`config.mk`:
```
export PLATFORM = sky130hd
export DESIGN_NAME = team_06_tremolo
export DESIGN_NICKNAME = d
export VERILOG_FILES = /design/src/rtl/team_06_tremolo.sv
export SDC_FILE = /design/constraint.sdc
export NUM_CORES = 1
export LEC_CHECK = 0
export BUFFER_PORTS_ARGS = -buffer_cell sky130_fd_sc_hd__buf_2
export CAP_MARGIN = 20
export CORE_AREA = 2 2 114 116
export CTS_CLUSTER_SIZE = 40
export DETAILED_ROUTE_END_ITERATION = 10
export DIE_AREA = 0 0 116 118
export SYNTH_ARGS = -nofsm -noshare
export SYNTH_HDL_FRONTEND = slang
export SYNTH_SLANG_ARGS = --single-unit
```
`constraint.sdc`:
```
create_clock -name clkdiv -period 12.1 [get_ports clkdiv]
set_input_delay 2.42 -clock clkdiv [delete_from_list [all_inputs] [get_ports clkdiv]]
set_output_delay 2.42 -clock clkdiv [all_outputs]
set_load 0.05 [all_outputs]
```
`src/rtl/team_06_tremolo.sv`:
```
// Tremolo effect: amplitude-modulates an offset-binary sample stream with an
// internal triangle LFO; bypasses with identical one-cycle latency when disabled.
module team_06_tremolo #(
    parameter int RATE_DIV = 64,
    parameter int DEPTH    = 192
) (
    input  logic       clkdiv,
    input  logic       rst,
    input  logic [7:0] audio_in,
    input  logic       enable,
    output logic [7:0] audio_out
);

    localparam int              PW         = (RATE_DIV > 1) ? $clog2(RATE_DIV) : 1;
    localparam logic [PW-1:0]   PRESC_LAST = PW'(RATE_DIV - 1);
    localparam logic [7:0]      DEPTH_C    = 8'(DEPTH);

    logic [7:0]         lfo_q, lfo_d;
    logic               dir_q, dir_d;
    logic [PW-1:0]      presc_q, presc_d;
    logic [7:0]         out_q, out_d;

    logic [15:0]        lfoDepth;
    logic [8:0]         gainP1;
    logic signed [8:0]  dev;
    logic signed [18:0] prod;
    logic signed [18:0] shifted;
    logic signed [18:0] biased;

    // Triangle LFO: bounces 0..255..0 without repeating a peak value (dir 0 = up).
    always_comb begin
        lfo_d   = lfo_q;
        dir_d   = dir_q;
        presc_d = presc_q;
        if (!enable) begin
            lfo_d   = 8'd0;
            dir_d   = 1'b0;
            presc_d = '0;
        end else if (presc_q == PRESC_LAST) begin
            presc_d = '0;
            if (!dir_q) begin
                if (lfo_q == 8'd255) begin
                    lfo_d = 8'd254;
                    dir_d = 1'b1;
                end else begin
                    lfo_d = lfo_q + 8'd1;
                end
            end else begin
                if (lfo_q == 8'd0) begin
                    lfo_d = 8'd1;
                    dir_d = 1'b0;
                end else begin
                    lfo_d = lfo_q - 8'd1;
                end
            end
        end else begin
            presc_d = presc_q + PW'(1);
        end
    end

    // gain+1 = 256 - ((lfo*DEPTH)>>8), so lfo=0 multiplies by exactly 256.
    always_comb begin
        lfoDepth = {8'd0, lfo_q} * {8'd0, DEPTH_C};
        gainP1   = 9'd256 - 9'(lfoDepth >> 8);
        dev      = $signed({1'b0, audio_in}) - 9'sd128;
        prod     = 19'(dev) * 19'($signed({1'b0, gainP1}));
        shifted  = prod >>> 8;
        biased   = shifted + 19'sd128;
    end

    always_comb begin
        out_d = audio_in;
        if (enable) begin
            if (biased < 19'sd0) begin
                out_d = 8'd0;
            end else if (biased > 19'sd255) begin
                out_d = 8'd255;
            end else begin
                out_d = biased[7:0];
            end
        end
    end

    always_ff @(posedge clkdiv or negedge rst) begin
        if (!rst) begin
            lfo_q   <= 8'd0;
            dir_q   <= 1'b0;
            presc_q <= '0;
            out_q   <= 8'h80;
        end else begin
            lfo_q   <= lfo_d;
            dir_q   <= dir_d;
            presc_q <= presc_d;
            out_q   <= out_d;
        end
    end

    assign audio_out = out_q;

endmodule

```
# Yosys cells after proc, flatten, opt, wreduce, memory -nomap -nowiden
# Index checks and enable logic that the tools add are counted.
# W data, S select, Z words.
# word_totals
register_bits	23
latchBits	0
mem_bits_rw	0
mem_bits_ro	0
output_inout_bits	8
n_memories	0
# op_classes
add_sub_neg	6
mul	2
div	0
order_cmp	2
eq_ne	3
n_shift	0
n_mux	15
bitwise	0
n_reduce_logical	1
# op_table
operator	n
$mux W8	8
$mul A9 B10 Y19	1
$add A11 B9 Y12 const B	1
$gt A12 B9 Y1 const B	1
$lt A12 B1 Y1 const B	1
$mux W6	2
$mul A8 B2 Y10 const B	1
$sub A8 B8 Y9 const B	1
$sub A9 B8 Y9 const A	1
$add A8 B1 Y8 const B	1
$eq A8 B8 Y1 const B	1
$logic_not A8 Y1	1
$sub A8 B1 Y8 const B	1
$add A6 B1 Y6 const B	1
$eq A6 B6 Y1 const B	1
$mux W1	5
$ne A2 B1 Y1 const B	1

# Logic depth before layout (Yosys ltp)
# depth
word_depth	8
depth_mapped	31

# Worst setup path before layout
# No wires, ideal clock.
# synth_path
path_type	input to register
start	input audio_in[1]
end	register out_q[0], in the netlist audio_out[0]
setup_ns	0.096
t_arrival_ns	8.283
required_ns	12.004
slack_ns	3.721
cell_stages	22
path_buffers	1
path_cell_list	buf_4 > nand2_1 > mux2_1 > fa_1 > inv_1 > fa_1 > fa_1 > fa_1 > inv_1 > fa_1 > inv_1 > ha_1 > o21a_1 > nand2_1 > nand3_1 > o311ai_1 > ha_1 > nand2_1 > or4b_1 > a41oi_1 > a22oi_1 > o31ai_1
# synth_between
elab_chain_len	7
# synth_rtl
item	line	rtl
from (decl)	9	input logic [7:0] audio_in,
$sub A8 B8 Y9 (*)	65	dev = $signed({1'b0, audio_in}) - 9'sd128;
$mul A9 B10 Y19 (*)	66	prod = 19'(dev) * 19'($signed({1'b0, gainP1}));
$add A11 B9 Y12 (*)	68	biased = shifted + 19'sd128;
$gt A12 B9 Y1	76	end else if (biased > 19'sd255) begin
$mux W8	76	
$mux W8 (*)	74	if (biased < 19'sd0) begin
$mux W8 (*)	73	if (enable) begin
named net out_d[0]	21	logic [7:0] out_q, out_d;
to (signal assigned)	94	out_q <= out_d;
to (decl)	21	
# The timed path passes the listed nets; every way through them passes the cells marked *.
# A chain may end at the register's enable or synchronous reset.

# Worst setup path after layout
# layout_path
start	register lfo_q[0]
end	register out_q[6], in the netlist audio_out[6]
# layout_between
elab_chain_len	8
# layout_rtl
item	line	rtl
from (decl)	18	logic [7:0] lfo_q, lfo_d;
from (signal assigned)	91	lfo_q <= lfo_d;
$mul A8 B2 Y10 (*)	63	lfoDepth = {8'd0, lfo_q} * {8'd0, DEPTH_C};
$sub A9 B8 Y9 (*)	64	gainP1 = 9'd256 - 9'(lfoDepth >> 8);
$mul A9 B10 Y19 (*)	66	
$add A11 B9 Y12 (*)	68	
$gt A12 B9 Y1	76	
$mux W8	76	
$mux W8 (*)	74	
$mux W8 (*)	73	
named net out_d[6]	21	
# Marks and branches as above.

==> flow_summary.toml <==
[logic_synthesis]
synth_area_mm2 = 0.00490
postSynth.asyncResetShare_pct = 100
synthFlopType = "dfrtp_1"
synth-edff-count = 0
synth_cells = 552
synth.yosys.seq_area_share_pct = 11.8
ys_ff_latch = 23
synth_area_per_cell_um2 = 8.88
yosysWarnings = 0
syn_nets = 685
yosysUniqueCellTypes = 70

[clock_network]
clkTransAtPathRegs_ns = 0.07
ctsHoldBuffers = 0
cts.repair.resized = 0
clkSinkCount = 23
cts_setup_buffers = 0
cts_tree = "built"
clk_latency_ns = 0.26
clockBufferDepth = 2
clockRootBuffer = "clkbuf_16"
cts_inserted_buffers = 3
htree_levels = 1

[layout]
final_cell_mix = "73 x ha_1, 65 x inv_1, 51 x nand2_1"
fin_cells = 728
multi_input_area_mm2 = 0.00399
diodes = 0
final_area_mm2 = 0.00520
ff_latch_area_um2 = 577
nets = 690
drive_above_1_share_pct = 7.73
final_common_cell = "ha_1"
fillCellCount = 1269
syn_to_final_growth_pct = 6.21

[global_route]
grt_pass1_vias = 3995
grt_usage_pct = 17.6
gr-total-overflow = 0
antenna_found_initial = 0
grt_pass1_wl_um = 19700
grt_max_degree = 24

[flow_run]
max_cap_viol_count = 0

[pwr]
p_leak_uw = 0.00268
clkPwrFrac_pct = 23.9
p_int_uw = 180
swShare_pct = 41.7
power_frac_seq_pct = 28.1
p_per_area_mw_per_mm2 = 59.5
power.switching_uw = 129
vdd_ir_drop_max_mv = 0.0602
pwr-share-comb_pct = 48.0

[floorplanning]
dieWidth_um = 116
fp.dieArea_mm2 = 0.0137
core_area_mm2 = 0.0124
die_y_um = 118
start_util_pct = 39.5
rows = 41
io_pins = 19

[timing]
setup_tns_ns = 0
setup_viol = 0
skew_ns = 0.00588
worst_pin_slew_ns = 0.917
rsz0062_at_grt = "no"
period_minus_slack_ns = 9.37
layout_worst_path_cycle_share_pct = 77.5
hold_ws_ns = 0.466
layout_setup_ws_ns = 2.73
maxClockFrequency_mhz = 107
slew_headroom_pct = 38.5
hold_violations = 0
slew_violations = 0

[placed_design]
dpl.cell_count = 724
pre_cts_ws_ns = 2.73
numPortBuffers = 18
post_dp_cell_area_mm2 = 0.00512
gp_congestion = 0.912
hpwl_um = 9330

[status]
outcome = "finished clean"

[setup_path]
critPathKind = "reg2reg"
max_stage_delay_ns = 0.57
crit_path_end_kind = "flip-flop"
cp_max_fo = 9
startpoint_type = "flip-flop"
crit_arrival_ns = 9.52
cpMostUsedCell = "fa_1"
crit_path_top_delay_cell = "o311ai_1"
crit_required_ns = 12.24

[min_path]
hp-class = "reg2reg"

[drt]
drc_errors = 0
ant_nets = 0
wl_per_cell_um = 15.6
via_per_inst = 5.37
detail_route.iter0.violations = 265
first_pass_iters = 4
routed_wl_um = 11400
num_vias = 3906
## power by group through the flow
| stage | logic [µW] | clock network [µW] | registers [µW] |
|---|---|---|---|
| 2_1_floorplan | 93.2 | 0 | 110 |
| 3_3_place_gp | 145 | 0 | 88.6 |
| 3_5_place_dp | 148 | 0 | 88.6 |
| 4_1_cts | 149 | 75.6 | 87.1 |
| 5_1_grt | 163 | 80.1 | 87.6 |
| 6_report | 148 | 73.9 | 87.1 |
## flip-flops by register name (all words and copies together) (netlist names)
register / count
dir_q: 1
lfo_q: 8
audio_out: 8
presc_q: 6
## critical path: cells and delay by family (launching register included)
kind	cells	cell delay (ns)
compound gates	10	3.03
xor+xnor	1	0.51
fa+ha+maj	9	4.10
buf+inv	3	0.16
flops	1	0.47
simple gates	5	1.01
## layout make-up
type	instances	area share (%)
clock inverters	1	0.0962
well taps	172	4.14
flip-flops and latches	23	11.1
repair buffers	18	1.73
multi-input cells	445	76.7
clock buffers	3	1.44
inverters	66	4.76
## logic make-up (layout without fill, tap and decap cells)
kind of cell | Yosys count | count (layout) | synth area share [%]
AOI/OAI and AO/OA | 115 | 115 | 17.1
muxes | 12 | 12 | 2.53
adders and majority gates | 122 | 122 | 38.7
and+or+nand+nor | 170 | 170 | 17.9
DFF | 23 | 23 | 11.8
buffers and inverters | 84 | 88 | 6.72
xor gates and xnor gates | 26 | 26 | 5.31
## stage by stage
| stage | total power [µW] | utilization, % |
|---|---|---|
| after floorplan | 203 | - |
| after global placement | 234 | 41.3 |
| after detailed placement | 237 | 41.3 |
| after CTS | 312 | 41.9 |
| after global routing | 331 | 41.9 |
| final | 309 | 41.9 |
## routing by layer
metal / track usage [%] / vias to the layer above / share of wire, % / wire (µm)
li1: - / 1903 / - / -
met1: 25.1 / 1938 / 48 / 5510
met2: 29.8 / 53 / 49 / 5570
met3: 0.978 / 12 / 1.9 / 214
met4: 2.60 / 0 / 0.80 / 91
met5: 0 / - / 0 / 0
## cell usage after synthesis, types with 10 or more instances
cell     instances  share of area, %
a21oi_1         22               2.2
nand3_1         13               1.3
a21o_1          12               1.8
inv_1           65               5.0
ha_1            73                19
xnor2_1         14               2.5
and2_1          38               4.9
nor2_1          30               2.3
o31ai_1         10               1.5
fa_1            49                20
xor2_1          10               1.8
o21ai_0         16               1.6
dfrtp_1         22                11
nand2_1         51               3.9
## path summary, 6_finish.rpt
| check | from | to | slack (ns) | cells after the start |
|---|---|---|---|---|
| setup / recovery | lfo_q[0] | audio_out[6] | 2.73 | 28 |
| hold / removal | presc_q[0] | presc_q[0] | 0.47 | 1 |
| setup reg to reg | lfo_q[0] | audio_out[6] | 2.73 | 28 |
| hold reg to reg | presc_q[0] | presc_q[0] | 0.47 | 1 |
| max in group asynchronous | rst | audio_out[7] | 9.59 | 1 |
| min in group asynchronous | rst | audio_out[0] | 2.14 | 1 |
Note: power is estimated with default switching activity, not from simulation.
